File: config.mk
export PLATFORM = sky130hd
export DESIGN_NAME = gf_mult_arbiter_flat
export DESIGN_NICKNAME = d
export VERILOG_FILES = /design/src/rtl/gf_mult_arbiter_pkg.sv /design/src/rtl/gf_mult_arbiter_if.sv /design/src/rtl/gf_mult_arbiter_rr_arbiter.sv /design/src/rtl/gf_mult_arbiter.sv /design/src/flat_wrapper.sv
export SDC_FILE = /design/constraint.sdc
export NUM_CORES = 1
export LEC_CHECK = 0
export ABC_CLOCK_PERIOD_IN_PS = 3700
export CAP_MARGIN = 20
export CORE_AREA = 3 3 766 768
export CTS_BUF_LIST = sky130_fd_sc_hd__clkbuf_2 sky130_fd_sc_hd__clkbuf_4 sky130_fd_sc_hd__clkbuf_8
export CTS_CLUSTER_DIAMETER = 150
export DETAILED_ROUTE_END_ITERATION = 8
export DIE_AREA = 0 0 769 771
export HOLD_SLACK_MARGIN = 0.02
export SYNTH_ARGS = -nofsm -noshare
export SYNTH_HDL_FRONTEND = slang
export SYNTH_SLANG_ARGS = --single-unit
File: constraint.sdc
create_clock -name clk -period 3.7 [get_ports clk]
set_clock_uncertainty 0.05 [all_clocks]
set_input_delay 0.925 -clock clk [delete_from_list [all_inputs] [get_ports clk]]
set_output_delay 0.925 -clock clk [all_outputs]
set_load 0.01 [all_outputs]
File: src/rtl/gf_mult_arbiter_pkg.sv
// Shared constants and FSM encoding for the GF(2^m) multiplier arbiter.
package gf_pkg;

  // Field degree: operands and products are GF(2^163) elements.
  localparam int GF_M = 163;

  // Default watchdog limit, in cycles of mul_start, before an operation is aborted.
  localparam int GF_TIMEOUT = 200;

  // Controller states; the encoding is fixed so that IDLE is the all-zero reset value.
  typedef enum logic [2:0] {
    IDLE  = 3'd0,
    GRANT = 3'd1,
    RUN   = 3'd2,
    DRAIN = 3'd3,
    RESP  = 3'd4
  } state_t;

endpackage

File: src/rtl/gf_mult_arbiter_if.sv
// Requester, response and multiplier buses of the GF multiplier arbiter.
interface gf_mult_arbiter_if
  import gf_pkg::*;
#(
  parameter int M     = GF_M,
  parameter int N_REQ = 4
);
  // Requester side
  logic [N_REQ-1:0]   req_valid;
  logic [N_REQ-1:0]   req_ready;
  logic [N_REQ*M-1:0] req_a;
  logic [N_REQ*M-1:0] req_b;

  // Response side
  logic [N_REQ-1:0]   rsp_valid;
  logic [N_REQ-1:0]   rsp_ready;
  logic [M-1:0]       rsp_data;
  logic               rsp_err;

  // Shared multiplier side
  logic [M-1:0]       mul_a;
  logic [M-1:0]       mul_b;
  logic               mul_start;
  logic [M-1:0]       mul_z;
  logic               mul_done;

  // Status
  logic               busy;

  // The arbiter itself
  modport slave (
    input  req_valid, req_a, req_b, rsp_ready, mul_z, mul_done,
    output req_ready, rsp_valid, rsp_data, rsp_err, mul_a, mul_b, mul_start, busy
  );

  // Requesters and the multiplier, seen from outside the arbiter
  modport master (
    output req_valid, req_a, req_b, rsp_ready, mul_z, mul_done,
    input  req_ready, rsp_valid, rsp_data, rsp_err, mul_a, mul_b, mul_start, busy
  );

endinterface

File: src/rtl/gf_mult_arbiter_rr_arbiter.sv
// Combinational round-robin selector: first active request after last_grant.
module rr_arbiter #(
  parameter  int N_REQ = 4,
  localparam int IDX_W = $clog2(N_REQ)
) (
  input  logic [N_REQ-1:0] i_req,
  input  logic [IDX_W-1:0] i_last_grant,
  output logic [N_REQ-1:0] o_grant,
  output logic [IDX_W-1:0] o_idx
);

  int               w_k;
  logic [IDX_W-1:0] w_k_idx;
  logic             w_found;

  // Scan from last_grant+1 wrapping around; the first hit wins.
  always_comb begin
    // NOTE: every variable gets a default before the loop, otherwise paths
    // that never hit a request would hold the old value and infer a latch.
    o_grant = '0;
    o_idx   = '0;
    w_found = 1'b0;
    w_k     = 0;
    w_k_idx = '0;
    for (int i = 1; i <= N_REQ; i++) begin
      w_k     = (int'(i_last_grant) + i) % N_REQ;
      w_k_idx = IDX_W'(w_k);
      if (!w_found && i_req[w_k_idx]) begin
        w_found = 1'b1;
        o_grant = N_REQ'(1) << w_k_idx;
        o_idx   = w_k_idx;
      end
    end
  end

endmodule

File: src/rtl/gf_mult_arbiter.sv
// Arbitrates N_REQ requesters onto one shared GF(2^m) multiplier with a watchdog.
module gf_mult_arbiter
  import gf_pkg::*;
#(
  parameter int M       = GF_M,
  parameter int N_REQ   = 4,
  parameter int TIMEOUT = GF_TIMEOUT
) (
  input  logic              clk,
  input  logic              rst_n,
  gf_mult_arbiter_if.slave  bus
);

  localparam int IDX_W = $clog2(N_REQ);
  localparam int WD_W  = $clog2(TIMEOUT + 1);

  state_t           r_state;
  state_t           w_next;

  logic [IDX_W-1:0] r_last_grant;
  logic [IDX_W-1:0] r_owner;
  logic [M-1:0]     r_op_a;
  logic [M-1:0]     r_op_b;
  logic [M-1:0]     r_result;
  logic             r_err;
  logic [WD_W-1:0]  r_wdog;

  logic [N_REQ-1:0] w_win_onehot;
  logic [IDX_W-1:0] w_win_idx;
  logic             w_any;
  logic             w_timeout;
  logic             w_rsp_hs;
  logic [M-1:0]     w_a_arr [N_REQ];
  logic [M-1:0]     w_b_arr [N_REQ];

  // Unpack the flat operand buses into per-requester slices.
  for (genvar g = 0; g < N_REQ; g++) begin : g_slice
    assign w_a_arr[g] = bus.req_a[g*M +: M];
    assign w_b_arr[g] = bus.req_b[g*M +: M];
  end

  rr_arbiter #(.N_REQ(N_REQ)) u_rr (
    .i_req        (bus.req_valid),
    .i_last_grant (r_last_grant),
    .o_grant      (w_win_onehot),
    .o_idx        (w_win_idx)
  );

  assign w_any     = |w_win_onehot;
  // Fires on the TIMEOUT-th RUN cycle, so RUN lasts at most TIMEOUT cycles.
  assign w_timeout = (r_wdog >= WD_W'(TIMEOUT - 1));
  // Only the owner's rsp_ready bit can complete the response.
  assign w_rsp_hs  = bus.rsp_ready[r_owner];

  // State register.
  always_ff @(posedge clk or negedge rst_n) begin
    // NOTE: sequential state uses non-blocking assignments so every flop
    // samples pre-edge values regardless of statement order.
    if (!rst_n) r_state <= IDLE;
    else        r_state <= w_next;
  end

  // Next-state logic.
  always_comb begin
    w_next = r_state;
    case (r_state)
      IDLE:    if (w_any) w_next = GRANT;
      GRANT:   w_next = RUN;
      RUN:     if (bus.mul_done || w_timeout) w_next = DRAIN;
      DRAIN:   w_next = RESP;
      RESP:    if (w_rsp_hs) w_next = IDLE;
      default: w_next = IDLE;
    endcase
  end

  // Strobe outputs decoded from state; each lives in a distinct state.
  always_comb begin
    bus.req_ready = '0;
    bus.rsp_valid = '0;
    bus.mul_start = 1'b0;
    case (r_state)
      GRANT:   bus.req_ready[r_owner] = 1'b1;
      RUN:     bus.mul_start          = 1'b1;
      RESP:    bus.rsp_valid[r_owner] = 1'b1;
      default: ;
    endcase
  end

  assign bus.mul_a    = r_op_a;
  assign bus.mul_b    = r_op_b;
  assign bus.rsp_data = r_result;
  assign bus.rsp_err  = r_err;
  assign bus.busy     = (r_state != IDLE);

  // Datapath: operand/owner capture on the winning edge, watchdog, result, round-robin pointer.
  always_ff @(posedge clk or negedge rst_n) begin
    if (!rst_n) begin
      r_last_grant <= IDX_W'(N_REQ - 1);
      r_owner      <= '0;
      r_op_a       <= '0;
      r_op_b       <= '0;
      r_result     <= '0;
      r_err        <= 1'b0;
      r_wdog       <= '0;
    end else begin
      case (r_state)
        IDLE: begin
          r_wdog <= '0;
          // Operands are captured as GRANT is entered so mul_a/mul_b are already stable in GRANT.
          if (w_any) begin
            r_owner <= w_win_idx;
            r_op_a  <= w_a_arr[w_win_idx];
            r_op_b  <= w_b_arr[w_win_idx];
          end
        end
        GRANT: r_wdog <= '0;
        RUN: begin
          if (r_wdog != WD_W'(TIMEOUT)) r_wdog <= r_wdog + 1'b1;
          // A completion in the timeout cycle still delivers its product.
          if (bus.mul_done) begin
            r_result <= bus.mul_z;
            r_err    <= 1'b0;
          end else if (w_timeout) begin
            r_result <= '0;
            r_err    <= 1'b1;
          end
        end
        RESP: if (w_rsp_hs) r_last_grant <= r_owner;
        default: ;
      endcase
    end
  end

endmodule
File: src/flat_wrapper.sv
// flat-port wrapper written by rule: the top's interface ports become plain ports
module gf_mult_arbiter_flat import gf_pkg::*;
#(
  parameter int M       = GF_M,
  parameter int N_REQ   = 4,
  parameter int TIMEOUT = GF_TIMEOUT
)
  (clk, rst_n, bus_req_valid, bus_req_a, bus_req_b, bus_rsp_ready, bus_mul_z, bus_mul_done, bus_req_ready, bus_rsp_valid, bus_rsp_data, bus_rsp_err, bus_mul_a, bus_mul_b, bus_mul_start, bus_busy);
  gf_mult_arbiter_if #(.M(M), .N_REQ(N_REQ)) bus_i ();
  input  logic clk;
  input  logic rst_n;
  input wire logic [$bits(bus_i.req_valid)-1:0] bus_req_valid;
  input wire logic [$bits(bus_i.req_a)-1:0] bus_req_a;
  input wire logic [$bits(bus_i.req_b)-1:0] bus_req_b;
  input wire logic [$bits(bus_i.rsp_ready)-1:0] bus_rsp_ready;
  input wire logic [$bits(bus_i.mul_z)-1:0] bus_mul_z;
  input wire logic [$bits(bus_i.mul_done)-1:0] bus_mul_done;
  output wire logic [$bits(bus_i.req_ready)-1:0] bus_req_ready;
  output wire logic [$bits(bus_i.rsp_valid)-1:0] bus_rsp_valid;
  output wire logic [$bits(bus_i.rsp_data)-1:0] bus_rsp_data;
  output wire logic [$bits(bus_i.rsp_err)-1:0] bus_rsp_err;
  output wire logic [$bits(bus_i.mul_a)-1:0] bus_mul_a;
  output wire logic [$bits(bus_i.mul_b)-1:0] bus_mul_b;
  output wire logic [$bits(bus_i.mul_start)-1:0] bus_mul_start;
  output wire logic [$bits(bus_i.busy)-1:0] bus_busy;
  assign bus_i.req_valid = bus_req_valid;
  assign bus_i.req_a = bus_req_a;
  assign bus_i.req_b = bus_req_b;
  assign bus_i.rsp_ready = bus_rsp_ready;
  assign bus_i.mul_z = bus_mul_z;
  assign bus_i.mul_done = bus_mul_done;
  assign bus_req_ready = bus_i.req_ready;
  assign bus_rsp_valid = bus_i.rsp_valid;
  assign bus_rsp_data = bus_i.rsp_data;
  assign bus_rsp_err = bus_i.rsp_err;
  assign bus_mul_a = bus_i.mul_a;
  assign bus_mul_b = bus_i.mul_b;
  assign bus_mul_start = bus_i.mul_start;
  assign bus_busy = bus_i.busy;
  gf_mult_arbiter #(.M(M), .N_REQ(N_REQ), .TIMEOUT(TIMEOUT)) u_core (.clk(clk), .rst_n(rst_n), .bus(bus_i));
endmodule
======== Word-level counts from Yosys, hierarchy flattened ========
Cells that the tools add are included.
word-level totals
  word-level logic and storage cells ...... 96
  output and inout port bits .............. 500
  bits in registers ....................... 505
cells by class
  reduce and logical (&&, ||, !) cells .... 19
  shifts and indexed selects .............. 4
  $add $sub $neg .......................... 5
  bitwise operators ....................... 1
  mux-type cells .......................... 42
  equality and inequality tests ........... 9
  magnitude comparators ................... 8
operator list
  kind                   count
  $mux W163              6
  $bmux W163 S2          2
  $mux W4                6
  $pmux W8 S2            1
  $shl A1 B2 Y4 const A  4
  $lt A2 B3 Y1 const B   5
  $pmux W3 S5            1
  $mux W1                12
  $bmux W1 S2            5
  $mux W3                3
  $add A8 B1 Y8 const B  1
  $ge A8 B8 Y1 const B   1
  $mux W2                4
  $mux W8                1
  $ne A2 B1 Y1 const B   4
  $ne A8 B8 Y1 const B   1
  $reduce_and A2 Y1      4
  $eq A3 B2 Y1 const B   2
  $add A2 B1 Y2 const B  2
  $add A2 B2 Y2 const B  2
  $logic_and A1 B1 Y1    4
  $reduce_bool A2 Y1     2
  $reduce_or A4 Y1       1
  $eq A3 B1 Y1 const B   1
  11 further kinds       13

======== Logic depth before layout (Yosys ltp) ========
  depth after elaboration ................. 17
  mapped depth ............................ 16
  depth with buffers taken out ............ 8

======== Modules after synthesis ========
Synthesis repeated with hierarchy kept, for this count alone.
second synthesis, totals
  cell total of the unflattened synthesis .. 1,634
  area total of the unflattened synthesis .. 27,301.2 um2
by module, submodules not included
  module           area an instance (um2)  seq. area each (um2)  times used  cells each
  gf_mult_arbiter  26,684.3                12,639.6              1           1,556
  rr_arbiter       616.8                   0.0                   1           78

======== Worst setup path after synthesis ========
OpenSTA, ideal clock, no wires.
  path type ............................... register to register
  start point ............................. register u_core.r_last_grant[0]
  end point ............................... register u_core.r_op_a[154] (netlist: u_core.bus.mul_a[154])
  period minus slack after synthesis ...... 3.375 ns
  data required time ...................... 3.529 ns
  stages on the path, launching flop included .. 16
  arrival time ............................ 3.204 ns
  slack ................................... 0.325 ns
  buffers on the path ..................... 7
  cell sequence ........................... dfstp_2 -> buf_4 -> buf_2 -> inv_1 -> ha_1 -> buf_2 -> mux2_2 -> a2111o_1 -> and3_1 -> buf_2 -> buf_2 -> buf_2 -> buf_2 -> nand2_1 -> nand3_1 -> a22o_1
on the way
  cells in the longest elaborated chain, start to end .. 17
  elaborated cells on any way between the ends .. 39
  classes of those cells .................. 4 x add/sub; 4 x shift; 22 x mux; 1 x bitwise; 8 x reduce/logical
RTL lines
  what                                          line                              RTL
  start: declaration                            gf_mult_arbiter.sv:20             logic [IDX_W-1:0] r_last_grant;
  start signal: assignment                      gf_mult_arbiter.sv:98             r_last_grant <= IDX_W'(N_REQ - 1);
  start signal: assignment                      gf_mult_arbiter.sv:128            RESP: if (w_rsp_hs) r_last_grant <= r_owner;
  $add A2 B1 Y2                                 gf_mult_arbiter_rr_arbiter.sv:26  w_k = (int'(i_last_grant) + i) % N_REQ;
  $bmux W1 S2                                   gf_mult_arbiter_rr_arbiter.sv:28  if (!w_found && i_req[w_k_idx]) begin
  $mux W1 (implied by the code)                 gf_mult_arbiter_rr_arbiter.sv:28
  $mux W1                                       gf_mult_arbiter_rr_arbiter.sv:28
  $logic_not A1 Y1                              gf_mult_arbiter_rr_arbiter.sv:28
  $logic_and A1 B1 Y1                           gf_mult_arbiter_rr_arbiter.sv:28
  $mux W1                                       gf_mult_arbiter_rr_arbiter.sv:28
  $logic_not A1 Y1                              gf_mult_arbiter_rr_arbiter.sv:28
  $logic_and A1 B1 Y1                           gf_mult_arbiter_rr_arbiter.sv:28
  $mux W1                                       gf_mult_arbiter_rr_arbiter.sv:28
  $logic_not A1 Y1                              gf_mult_arbiter_rr_arbiter.sv:28
  $logic_and A1 B1 Y1                           gf_mult_arbiter_rr_arbiter.sv:28
  $mux W2                                       gf_mult_arbiter_rr_arbiter.sv:28
  $not A2 Y3 (implied by the code)              gf_mult_arbiter.sv:112            r_op_a <= w_a_arr[w_win_idx];
  $bmux W163 S2                                 gf_mult_arbiter.sv:112
  $mux W163 (implied by the code) (2 in a row)  gf_mult_arbiter.sv:112
  end signal: assignment                        gf_mult_arbiter.sv:112
  end: declaration                              gf_mult_arbiter.sv:22             logic [M-1:0] r_op_a;
Parallel ways exist; a longest one is shown, timed or not. The select of a mux whose other input is x is not followed.
A chain may end at the register's enable or synchronous reset.

======== Worst setup path after layout ========
  start point ............................. register u_core.r_last_grant[0]
  end point ............................... register u_core.r_op_a[138] (netlist: u_core.bus.mul_a[138])
Same word-level chain as after synthesis.

==> results by group <==
Run status
  • Status: finished with violations
  • Failing checks: negative setup slack

Logic synthesis
  • Post-synthesis mux area share: 0.00609
  • Synth area leader: dfrtp_1
  • Sequential share of the synthesized area: 0.452
  • Yosys cell types: 56
  • Synth top area cells: dfrtp_1 (45%), nand2_1 (18%), a22o_1 (15%)
  • EDFF count, synth: 0
  • Fraction of the mapped netlist area in adder cells: 0.00448
  • Top-count cell post-synth: nand2_1
  • Syn_nets: 4923
  • Largest family of logic cells by synthesized area: simple AND/OR/NAND/NOR gates
  • Compound-Gate Fraction of Synth Area: 0.236
  • Syn Inst Count: 3435
  • YS warnings: 0
  • Synth cell count leaders: nand2_1 (1316), dfrtp_1 (503), a22o_1 (490), nand3_1 (333), a31oi_1 (326)
  • Post-Syn Area: 28000 µm²
  • Synth Area in Simple Gates: 0.247
  • Ys flop type: dfrtp_1
  • Top cell type's share of synthesized area: 0.450
  • #FFs+latches synth: 505
  • Async S/R FF share, synth: 1.00
  • XOR/XNOR Fraction of Synth Area: 0.00219
  • Syn Area/Cell: 8.14 µm²

Global route
  • First-pass GRT wire length: 577000 µm
  • Largest net degree at the start of global routing: 54
  • Global route overflow: 0
  • Gr usage total: 0.158
  • Vias in the first global route: 39100
  • Initial antenna violation count: 416

Worst setup path
  • CP arrival: 4550 ps
  • Reg2reg start: u_core.r_last_grant[0]
  • Reg2reg setup slack: -6 ps
  • Startpoint Class: flip-flop
  • WP data required: 4550 ps
  • Crit path capture: u_core.bus.mul_a[138]
  • CP Launch Point: u_core.r_last_grant[0]
  • FF-to-FF path depth: 12
  • Critical path type: reg2reg
  • Crit Path Max Fanout: 15
  • Crit path capture type: flip-flop
  • End of the worst register-to-register path: u_core.bus.mul_a[138]

Timing
  • RSZ-0062 raised after global routing: no
  • Fmax: 0.270 GHz
  • Period minus WS final: 3710 ps
  • Final period utilization: 1.00
  • Setup ws final: -5.56 ps
  • Slew Limit Fails: 0
  • Worst rel slew slack: 0.415
  • Final Hold Viols: 0
  • Setup Viol. Count Final: 1
  • Setup TNS: -5.56 ps
  • Worst-Margin Slew: 875 ps

Cells and area
  • Syn-to-layout area delta: 128%
  • Layout cell share with drive strength beyond 1: 0.131
  • Fin area: 63900 µm²
  • Final #Nets: 7123

Floorplan
  • Core area: 581000 µm²
  • Ports: 1978
  • Chip Width: 769 µm
  • Starting Density: 0.0481
  • Die area: 593000 µm²
  • FP Rows: 280
  • Die Span Y: 771 µm

Run
  • Max-cap violation count: 0

Placement
  • Pre-CTS setup slack: -801 ps
  • Hpwl dp: 444000 µm
  • Port bufs: 1977
  • GP Congestion: 1.01
  • Post-DP Area: 60600 µm²

Clock network
  • TritonCTS Buffers: 116
  • CTS root buffer: clkbuf_8
  • Clk sinks: 505
  • CTS tree: built
  • H-tree Lvls: 3
  • Clock Tree Buf Depth: 4
  • Clk Latency, worst-skew pair: 1020 ps
  • Clock Pin Slew Worst Setup and Hold Paths: 60 ps

Drt
  • Vias: 40700
  • DRT Pass-1 Iters: 6
  • Initial DRC Count: 3812
  • DRC: 0
  • Post-DR vias/cell: 2.99
  • Final antenna-violating net count: 0
  • Final wirelength: 490000 µm
  • WL/cell: 36.0 µm

Pwr
  • Cell Pwr Density: 1060 nW/µm²
  • Clock Power Share: 0.115
  • Pint: 31.4 mW
  • Sw Ratio: 0.536
  • Combinational share of power: 0.730
  • Leak pwr: 24.0 nW
  • Worst vdd ir: 0.597 mV
  • Sequential share of power: 0.154
  • Switching power total: 36.3 mW

Worst hold path
  • Hold Path Depth: 1
  • Hold path start: u_core.bus.mul_a[121]
  • Worst hold path class: reg2reg
## registers in the layout, summed over array words and instances, names as in the netlist
name                 count
u_core.bus.mul_a       163
u_core.bus.mul_b       163
u_core.bus.rsp_data    163
u_core.bus.rsp_err       1
u_core.r_last_grant      2
u_core.r_owner           2
u_core.r_state           3
u_core.r_wdog            8
## worst min path at each step
stage	endpoint	slack [ps]
after floorplan	u_core.r_wdog[7]	450
after global placement	u_core.bus.rsp_data[20]	440
after detailed placement	u_core.bus.mul_b[89]	440
after CTS	u_core.bus.rsp_data[39]	260
after global routing	u_core.bus.rsp_data[48]	330
final	u_core.bus.mul_a[121]	450
## layout make-up
cell class / count / area, µm²
fill: 67400 / 517000
timing repair buffer: 2420 / 24300
multi-input combinational: 2585 / 14300
sequential: 505 / 12600
tap: 7755 / 9700
clock buffer: 171 / 2160
clock inverter: 30 / 427
antenna: 144 / 360
inverter: 7 / 26.3
## layer usage
metal | GRT usage | up-vias | wire length [µm] | part of all wire
met4 | 0.0522 | 172 | 20200 | 0.041
li1 | - | 16800 | - | -
met3 | 0.0749 | 830 | 56000 | 0.11
met5 | 0 | - | 1100 | 0.0022
met2 | 0.244 | 2893 | 211000 | 0.43
met1 | 0.192 | 20000 | 201000 | 0.41
## power groups by stage
stage | clock network [mW] | logic (mW) | registers, mW
2_1_floorplan | 0 | 16.6 | 11.0
3_3_place_gp | 0 | 49.9 | 10.5
3_5_place_dp | 0 | 49.8 | 10.4
4_1_cts | 8.15 | 50.4 | 10.4
5_1_grt | 8.30 | 52.3 | 10.7
6_report | 7.80 | 49.4 | 10.5
## critical path, cell delays in order (launching register included)
cell and delay [ps]:
dfstp_2 530, inv_1 80, ha_4 330, buf_4 140
mux2_2 330, a2111o_1 420, and3_4 280, buf_16 220
buf_4 260, nand2_1 300, a31oi_1 150, buf_4 160
a22o_1 190
## kinds of logic after synthesis
logic type / count (synthesis)
AO/OA/AOI/OAI: 851
XOR/XNOR: 7
adder cells (fa/ha/maj): 10
buffers and inverters: 345
flip-flops: 505
multiplexers: 15
AND/OR/NAND/NOR: 1702
## stage by stage
stage | utilization | std cells | hold slack (ps) | power (mW)
2_1_floorplan | - | 3435 | 455 | 27.6
3_5_place_dp | 0.104 | 13300 | 440 | 60.2
3_3_place_gp | 0.104 | 13300 | 439 | 60.4
4_1_cts | 0.109 | 13500 | 256 | 68.9
5_1_grt | 0.110 | 13600 | 326 | 71.3
6_report | 0.110 | 13600 | 451 | 67.7
## repair_timing
item / 4_1_cts / 5_1_grt
resized for setup: 59 / 20
pin swaps: 2 / 0
hold endpoints to repair: 22 / 0
setup endpoints to repair: 221 / 19
setup buffers: 1 / 0
hold buffers: 1 / 0
## cells in the final DEF, fill, tap and decap left out, types with 6 or more instances in the layout
cell type,n
clkbuf_4,31
buf_2,6
clkinv_2,14
dfrtp_1,502
mux2i_1,8
bufinv_16,10
a31oi_1,290
nand2_1,1299
diode_2,144
a31oi_2,31
clkdlybuf4s50_1,1944
buf_12,94
dlygate4sd2_1,9
buf_4,357
o21ai_0,7
clkbuf_8,140
ha_1,9
inv_1,7
mux2_2,6
nor2_1,21
nand2_2,13
nand3_1,329
a22o_1,490
Power figures use the tool's default switching activity.
